--- src/rtl/classificador_peso_n.sv ---
// Weight classifier: parses ASCII min/max/current frames from the UART, classifies the
// current weight against the [min, max] window and ramps the servo toward a class target.
module classificador_peso_n #(
    parameter int DIGITS      = 4,
    parameter int W           = 16,
    parameter int POS_W       = 3,
    parameter int STEP_CYCLES = 5_000_000,
    parameter int POS_ABAIXO  = 0,
    parameter int POS_DENTRO  = 7,
    parameter int POS_ACIMA   = 4
) (
    input  logic             clock,
    input  logic             reset,
    input  logic             rx_valid,
    input  logic [7:0]       rx_byte,
    output logic             result_valid,
    output logic             pertence,
    output logic             acima,
    output logic             abaixo,
    output logic             peso_max_zero,
    output logic             erro_quadro,
    output logic [W-1:0]     peso_atual,
    output logic [POS_W-1:0] posicao,
    output logic             movendo
);

    localparam int DCNT_W = $clog2(DIGITS + 1);
    localparam int ICNT_W = (STEP_CYCLES > 1) ? $clog2(STEP_CYCLES) : 1;
    localparam logic [7:0]        CHAR_HASH  = 8'h23;
    localparam logic [DCNT_W-1:0] LAST_DIGIT = DCNT_W'(DIGITS - 1);
    localparam logic [ICNT_W-1:0] LAST_TICK  = ICNT_W'(STEP_CYCLES - 1);
    localparam logic [POS_W-1:0]  TGT_ABAIXO = POS_W'(POS_ABAIXO);
    localparam logic [POS_W-1:0]  TGT_DENTRO = POS_W'(POS_DENTRO);
    localparam logic [POS_W-1:0]  TGT_ACIMA  = POS_W'(POS_ACIMA);

    typedef enum logic [2:0] {S_MIN, S_MAX, S_ATUAL, S_CMD, S_CLASS, S_MOVE} stateT;
    stateT state, nextState;

    logic [W-1:0]      accMin, accMax, accAtual, accBase, accNext, pendPeso;
    logic [DCNT_W-1:0] digitCnt;
    logic [ICNT_W-1:0] intervalCnt;
    logic [POS_W-1:0]  target;
    logic digitState, isDigit, digitAccept, fieldDone, byteError, windowError;
    logic maxZero, above, below, atTarget;
    logic clsPending, pendPertence, pendAcima, pendAbaixo, pendMaxZero;

    always_comb begin
        // NOTE: every combinationally assigned signal gets a default first, so no path infers a latch.
        accBase = accAtual;
        if (state == S_MIN)      accBase = accMin;
        else if (state == S_MAX) accBase = accMax;
        // The first digit of a field starts from zero, discarding the previous frame's value.
        if (digitCnt == '0)      accBase = '0;
        isDigit     = (rx_byte >= 8'h30) && (rx_byte <= 8'h39);
        accNext     = W'(({4'b0000, accBase} * (W + 4)'(10)) + (W + 4)'(rx_byte[3:0]));
        digitState  = (state == S_MIN) || (state == S_MAX) || (state == S_ATUAL);
        digitAccept = rx_valid && digitState && isDigit;
        fieldDone   = digitAccept && (digitCnt == LAST_DIGIT);
        byteError   = rx_valid && ((digitState && !isDigit) ||
                                   ((state == S_CMD) && (rx_byte != CHAR_HASH)));
        maxZero     = (accMax == '0);
        above       = accAtual > accMax;
        below       = accAtual < accMin;
        windowError = (state == S_CLASS) && !maxZero && (accMin > accMax);
        atTarget    = (posicao == target);
    end

    always_ff @(posedge clock or negedge reset) begin
        // NOTE: sequential state uses non-blocking assignments so every register samples pre-edge values.
        if (!reset) state <= S_MIN;
        else        state <= nextState;
    end

    always_comb begin
        nextState = state;
        case (state)
            S_MIN:   if (byteError) nextState = S_MIN; else if (fieldDone) nextState = S_MAX;
            S_MAX:   if (byteError) nextState = S_MIN; else if (fieldDone) nextState = S_ATUAL;
            S_ATUAL: if (byteError) nextState = S_MIN; else if (fieldDone) nextState = S_CMD;
            S_CMD:   if (rx_valid) nextState = byteError ? S_MIN : S_CLASS;
            S_CLASS: nextState = windowError ? S_MIN : S_MOVE;
            S_MOVE:  if (atTarget) nextState = S_MIN;
            default: nextState = S_MIN;
        endcase
    end

    always_comb begin
        movendo = (state == S_MOVE);
    end

    always_ff @(posedge clock or negedge reset) begin
        if (!reset) begin
            accMin <= '0; accMax <= '0; accAtual <= '0; digitCnt <= '0;
            intervalCnt <= '0; target <= '0; posicao <= '0;
            clsPending <= 1'b0; pendPertence <= 1'b0; pendAcima <= 1'b0;
            pendAbaixo <= 1'b0; pendMaxZero <= 1'b0; pendPeso <= '0;
            result_valid <= 1'b0; erro_quadro <= 1'b0; peso_atual <= '0;
            pertence <= 1'b0; acima <= 1'b0; abaixo <= 1'b0; peso_max_zero <= 1'b0;
        end else begin
            erro_quadro  <= byteError || windowError;
            result_valid <= clsPending;
            clsPending   <= 1'b0;

            if (byteError || windowError) begin
                accMin <= '0; accMax <= '0; accAtual <= '0; digitCnt <= '0;
            end else if (digitAccept) begin
                case (state)
                    S_MIN:   accMin   <= accNext;
                    S_MAX:   accMax   <= accNext;
                    default: accAtual <= accNext;
                endcase
                digitCnt <= fieldDone ? '0 : digitCnt + DCNT_W'(1);
            end

            // Classification is staged one cycle before it reaches the outputs.
            if ((state == S_CLASS) && !windowError) begin
                clsPending   <= 1'b1;
                pendMaxZero  <= maxZero;
                pendAcima    <= !maxZero && above;
                pendAbaixo   <= !maxZero && below;
                pendPertence <= !maxZero && !above && !below;
                pendPeso     <= accAtual;
                if (maxZero)    target <= '0;
                else if (below) target <= TGT_ABAIXO;
                else if (above) target <= TGT_ACIMA;
                else            target <= TGT_DENTRO;
            end

            if (clsPending) begin
                pertence      <= pendPertence;
                acima         <= pendAcima;
                abaixo        <= pendAbaixo;
                peso_max_zero <= pendMaxZero;
                peso_atual    <= pendPeso;
            end

            if ((state == S_MOVE) && !atTarget) begin
                if (intervalCnt == LAST_TICK) begin
                    intervalCnt <= '0;
                    posicao     <= (posicao < target) ? posicao + POS_W'(1) : posicao - POS_W'(1);
                end else begin
                    intervalCnt <= intervalCnt + ICNT_W'(1);
                end
            end else begin
                intervalCnt <= '0;
            end
        end
    end

endmodule

--- config.mk ---
export PLATFORM = sky130hd
export DESIGN_NAME = classificador_peso_n
export DESIGN_NICKNAME = d
export VERILOG_FILES = /design/src/rtl/classificador_peso_n.sv
export SDC_FILE = /design/constraint.sdc
export NUM_CORES = 1
export LEC_CHECK = 0
export CAP_MARGIN = 20
export CORE_MARGIN = 2
export CORE_UTILIZATION = 45
export CTS_CLUSTER_SIZE = 12
export DETAILED_ROUTE_END_ITERATION = 8
export GPL_TIMING_DRIVEN = 1
export PLACE_DENSITY = 0.7
export SETUP_SLACK_MARGIN = 0.5
export SYNTH_ARGS = -nofsm -noshare
export SYNTH_HDL_FRONTEND = slang
export SYNTH_SLANG_ARGS = --single-unit
--- constraint.sdc ---
create_clock -name clock -period 3.95 [get_ports clock]
set_input_delay 0.9875 -clock clock [delete_from_list [all_inputs] [get_ports clock]]
set_output_delay 0.9875 -clock clock [all_outputs]
set_load 0.02 [all_outputs]
# [Yosys cells after proc, flatten, opt, wreduce, memory -nomap -nowiden]
# Cells that the tools add are included.
[op_classes] add_sub_neg=5 n_mul=1 magnitude_cmp=6 n_eq_ne=15 muxes=33 n_reduce_logical=37
[op_table] op="$mux W16" count=12
[op_table] op="$mux W3" count=16
[op_table] op="$mux W23" count=2
[op_table] op="$gt A16 B16 Y1" count=2
[op_table] op="$add A23 B1 Y23 const B" count=1
[op_table] op="$eq A23 B23 Y1 const B" count=1
[op_table] op="$pmux W3 S6" count=1
[op_table] op="$add A16 B4 Y16" count=1
[op_table] op="$logic_not A16 Y1" count=1
[op_table] op="$lt A16 B16 Y1" count=1
[op_table] op="$mul A16 B3 Y15 const B" count=1
[op_table] op="$logic_and A1 B1 Y1" count=15
[op_table] op="$eq A3 B2 Y1 const B" count=3
[op_table] op="$ne A3 B3 Y1 const B" count=3
[op_table] op="$ge A8 B6 Y1 const B" count=1
[op_table] op="$le A8 B6 Y1 const B" count=1
[op_table] op="$ne A8 B6 Y1 const B" count=1
[op_table] op="$reduce_and A2 Y1" count=4
[op_table] op="$add A3 B1 Y3 const B" count=2
[op_table] op="$eq A3 B3 Y1 const B" count=2
[op_table] op="$logic_not A1 Y1" count=6
[op_table] op="$logic_not A3 Y1" count=2
[op_table] op="$reduce_bool A2 Y1" count=3
[op_table] op="$reduce_and A5 Y1" count=1
[op_table] op="10 further kinds" count=14
[totals] reg_bits=126 inputBits=11 out_inout_bits=26 wordCells=118

# [Depth between registers and ports, before layout]
[logic_depth] word_depth=9 depth_mapped=17 ltp_nobuf=15

# [Least setup slack after synthesis]
# OpenSTA, ideal clock, no wires.
[synth_timing] kind="register to register" from="reg state[0]" to="reg accMin[13]" setup_time_ps=94 t_arrival_ps=4111 required_time_ps=3856 slack_ps=-255 stages_incl_launch_ff=17 n_path_buf=5 period_less_slack_ps=4205 path_cell_list="dfrtp_1 -> buf_4 -> buf_2 -> buf_1 -> buf_1 -> mux2i_1 -> a211oi_1 -> ha_1 -> ha_1 -> clkbuf_2 -> and3_1 -> a221oi_1 -> xnor2_1 -> o2111ai_2 -> nor3b_4 -> xor2_2 -> a211oi_1"
[synth_via] elab_chain_len=9 elab_cells_between_ends=27 classes_between="add/sub (1); mul (1); eq/ne (4); mux (6); reduce/logical (15)"
[synth_lines] item="from (decl)" line_no="37" text="stateT state, nextState;"
[synth_lines] item="from (signal assigned)" line_no="71" text="else state <= nextState;"
[synth_lines] item="$eq A3 B1 Y1 / $logic_not A3 Y1 (equally long branches)"
[synth_lines] item="$mux W16 / $logic_or A1 B1 Y1 (equally long branches)" line_no="51, 56"
[synth_lines] item="$mux W16 / $logic_or A1 B1 Y1 (equally long branches)" line_no="50, 56"
[synth_lines] item="$mux W16 / $logic_and A1 B1 Y1 (equally long branches)" line_no="53, 59"
[synth_lines] item="$mul A16 B3 Y15 / $logic_or A1 B1 Y1 (equally long branches)" line_no="55, 59"
[synth_lines] item="$add A16 B4 Y16 / $logic_and A1 B1 Y1 (equally long branches)" line_no="55, 59"
[synth_lines] item="$mux W16 / $logic_or A1 B1 Y1 (equally long branches)" line_no="107, 104"
[synth_lines] item="$mux W16 / $reduce_bool A2 Y1 (equally long branches)"
[synth_lines] item="$mux W16 / $reduce_and A2 Y1 (equally long branches)"
[synth_lines] item="to (signal assigned)" line_no="108" text="S_MIN: accMin <= accNext;"
[synth_lines] item="to (decl)" line_no="39" text="logic [W-1:0] accMin, accMax, accAtual, accBase, accNext, pendPeso;"
# Several ways; a longest one is shown, not always the timed one. The select of a mux whose other input is x is not followed.
# A chain may end at the register's enable or synchronous reset.

# [Worst setup path after layout]
[layout_timing] from="reg state[0]" to="reg accAtual[14]"
[layout_via] elab_chain_len=9 elab_cells_between_ends=28 classes_between="add/sub (1); mul (1); eq/ne (5); mux (6); reduce/logical (15)"
[layout_lines] item="$eq A3 B1 Y1 / $logic_not A3 Y1 (equally long branches)"
[layout_lines] item="$mux W16 / $logic_or A1 B1 Y1 (equally long branches)" line_no="51, 56"
[layout_lines] item="$mux W16 / $logic_or A1 B1 Y1 (equally long branches)" line_no="50, 56"
[layout_lines] item="$mux W16 / $logic_and A1 B1 Y1 (equally long branches)" line_no="53, 59"
[layout_lines] item="$mul A16 B3 Y15 / $logic_or A1 B1 Y1 (equally long branches)" line_no="55, 59"
[layout_lines] item="$add A16 B4 Y16 / $logic_and A1 B1 Y1 (equally long branches)" line_no="55, 59"
[layout_lines] item="$mux W16 / $logic_or A1 B1 Y1 (equally long branches)" line_no="107, 104"
[layout_lines] item="$mux W16 (tied with other cells)" line_no="106" text="end else if (digitAccept) begin"
[layout_lines] item="$mux W16 / $reduce_and A2 Y1 (equally long branches)"
[layout_lines] item="to (signal assigned)" line_no="110" text="default: accAtual <= accNext;"
[layout_lines] item="to (decl)" line_no="39"
# Several ways; a longest one is shown, not always the timed one. The select of a mux whose other input is x is not followed.

==> results.yml <==
grt:
  overflow: 0
  grt_pass1_wl_um: 32300
  antenna_found_initial: 0
  grt_pass1_vias: 6327
  grt_start_max_net_pins: 75
  grt_usage_pct: 22.3
cells_and_area:
  diodes: 0
  fill_cells: 1492
  layout.cells.most_common_list: "dfrtp_1 (124), nor2_1 (91), nand2_1 (63), ha_1 (63), inv_1 (51)"
  final_common_cell: "dfrtp_1"
  area_delta_synth_final_pct: 23.4
  drive_gt1_share_pct: 19.5
  fin_nets: 977
  stdcell_count: 1126
  final_area_um2: 9860
synth:
  syn-num-nets: 910
  dominantRegCellSynth: "dfrtp_1"
  netlist_instances: 821
  avgSynthCellArea_um2: 9.73
  synth_seq_cells: 125
  yosysUniqueCellTypes: 73
  synth-seq-area-share_pct: 39.2
  synth_edf_count: 0
  yosys_warnings: 0
  netlist_area_um2: 7990
  async_reset_ff_share_pct: 100
setup_path:
  r2r-end: "accAtual[14]"
  start_kind: "register"
  rr_worst_depth: 13
  cp-end-kind: "register"
  worstSetupPathType: "reg2reg"
  worst-endpoint-required_ps: 4230
  r2r_start: "state[0]"
  critPathMaxFanout: 14
  reg2reg_setup_slack_ps: 420
  crit_arrival_ps: 3810
placement:
  post_dp_cell_area_um2: 8740
  dpl.cell_count: 1069
  hpwl_um: 13900
  finalWeightedCongestion: 0.855
  port_buffers: 36
detailed_routing:
  routed_wl_um: 19700
  wl_met2_um: 8900
  viasPerCell: 5.71
  ant_nets: 0
  drt_iter0_markers: 488
  wl_met3_um: 929
  top_layer: "met4"
  num_vias: 6425
  m1WireLength_um: 9520
  drt_drc_violations_left: 0
  wl_per_cell_um: 17.5
  dr.pass1.iters: 7
sta:
  maxSlewHeadroom_pct: 42.8
  fin_crit_sh_pct: 89.3
  fmax_ghz: 0.284
  report.final.slew_viol_count: 0
  worst_pin_slew_ps: 858
  setup_viol: 0
  hold_viol_final: 0
  fin_crit_ps: 3530
  rsz0062_at_grt: "true"
  finalClockSkew_ps: 7.31
pwr:
  switching_share_pct: 28.4
  power.leakage_nw: 4.29
  power_frac_clock_pct: 40.7
  seq_power_share_pct: 36.1
  vdd_drop_max_mv: 0.257
  p_int_mw: 2.74
  power_density_nw_per_um2: 389
  p_switching_mw: 1.09
  p_comb_share_pct: 23.2
  power.total_mw: 3.83
floorplanning:
  dieArea_um2: 18800
  die_w_um: 137
  initial_core_util_pct: 46.2
  row_count: 48
  io_pins: 37
  placeableCoreArea_um2: 17300
  die_h_um: 137
clock_tree:
  cts_tree: "done"
  root_buffer: "clkbuf_16"
  postCtsHoldBufs: 0
  htree_levels: 4
  clock_latency_ps: 420
  clk_pin_slew_ps: 60
  cts_buffer_depth: 2
  clkSinkCount: 125
  cts_buffers: 17
run:
  drv_cap: 0
worst_hold_path:
  hp-class: "in2async"
outcome:
  status: "complete, no violations"
## power groups by stage
stage / clock, mW / sequential [mW] / combinational, mW
after floorplan: 0 / 1.39 / 0.535
after global placement: 0 / 1.40 / 0.678
after detailed placement: 0 / 1.40 / 0.681
after CTS: 1.57 / 1.38 / 0.800
after global routing: 1.63 / 1.39 / 0.968
final: 1.56 / 1.38 / 0.889
## synth_stat cells (2+ instances only)
cell type | n | area, um2
nand2_1 | 63 | 236
o211ai_1 | 20 | 150
nand2b_1 | 4 | 25.0
mux2i_1 | 21 | 210
a31oi_1 | 2 | 12.5
nor3b_1 | 3 | 22.5
inv_1 | 51 | 191
a21oi_1 | 40 | 200
nor4_1 | 9 | 56.3
xor2_1 | 27 | 236
a211o_1 | 3 | 26.3
o2111ai_2 | 2 | 30.0
a211oi_1 | 33 | 248
o21ai_0 | 24 | 120
dfrtp_1 | 125 | 3130
buf_4 | 3 | 22.5
nand4_1 | 20 | 125
nor2_1 | 93 | 349
nand3b_1 | 3 | 22.5
nand3_1 | 20 | 100
o31ai_1 | 2 | 15.0
buf_2 | 7 | 35.0
a311oi_1 | 4 | 35.0
nor3_1 | 6 | 30.0
o41ai_1 | 2 | 17.5
a21o_1 | 15 | 113
o21a_1 | 6 | 45.0
a2111oi_0 | 2 | 17.5
nor2b_1 | 9 | 56.3
o21ai_1 | 2 | 10.0
buf_1 | 4 | 15.0
and3_1 | 6 | 37.5
a21boi_0 | 2 | 15.0
or3_1 | 5 | 31.3
and4_1 | 3 | 26.3
fa_1 | 2 | 40.0
xnor2_1 | 17 | 149
ha_1 | 76 | 951
clkbuf_1 | 14 | 52.6
mux2_2 | 37 | 417
or2_2 | 2 | 12.5
## cell type report
class / instances / area [um2] / share of cell area [%]
inverters: 51 / 191 / 1.94
clock inverters: 7 / 113 / 1.14
clock buffers: 25 / 465 / 4.72
well taps: 225 / 282 / 2.86
multi-input cells: 616 / 4930 / 50.1
repair buffers: 77 / 743 / 7.54
flip-flops and latches: 125 / 3130 / 31.7
## registers in the layout (all words and copies together), names as in the netlist, 2 cells and up
register	flops
intervalCnt	23
target	2
posicao	3
digitCnt	3
peso_atual	16
accAtual	16
accMin	16
pendPeso	16
accMax	16
state	3
## worst max path at each step
stage | start | end | slack (ps) | cells after the start
after floorplan | state[0] | accMin[13] | 500 | 17
after global placement | digitCnt[0] | accAtual[13] | 110 | 14
after detailed placement | digitCnt[0] | accAtual[14] | -20 | 14
after CTS | state[2] | accAtual[14] | 500 | 13
after global routing | state[1] | accMin[14] | 280 | 16
final | state[0] | accAtual[14] | 420 | 13
## cell families (layout without fill, tap and decap cells)
family / Yosys count / count (layout) / share of synthesized area, %
AOI/OAI and AO/OA: 176 / 176 / 15.6
xor gates and xnor gates: 45 / 45 / 5.03
adders and majority gates: 79 / 79 / 12.5
buffers and inverters: 80 / 160 / 4.03
DFF: 125 / 125 / 39.2
muxes: 59 / 59 / 8.02
and+or+nand+nor: 257 / 257 / 15.7
## routing by layer
metal  track usage, %  vias to the layer above
li1                 -                     3089
met1             31.6                     3147
met2             34.1                      159
met3             4.12                       30
met4             8.02                        0
met5                0                        -
## worst max-delay path: stages, from the launching register on
cell	delay, ps
dfrtp_2	470
buf_6	190
o211ai_1	210
o211ai_1	250
xor2_2	230
fa_2	440
a21o_1	200
a221oi_2	340
xnor2_2	190
o2111ai_4	190
nor4_2	280
xor2_1	180
buf_4	160
a211oi_2	60
## per-stage QoR
stage,TNS (ps),hold slack (ps),util [%],setup slack [ps]
finish,0,383,57.0,424
global route,0,379,57.0,277
CTS,0,374,55.9,498
detailed placement,-47.6,492,50.5,-21.1
global placement,0,481,50.5,108
floorplan,0,370,-,499
## what timing repair did
item	4_1_cts	5_1_grt
resized for setup	30	28
pin swaps	19	24
gates cloned	1	0
buffers inserted	16	8
endpoints found under the setup margin	27	26
Note: power is estimated with default switching activity, not from simulation.
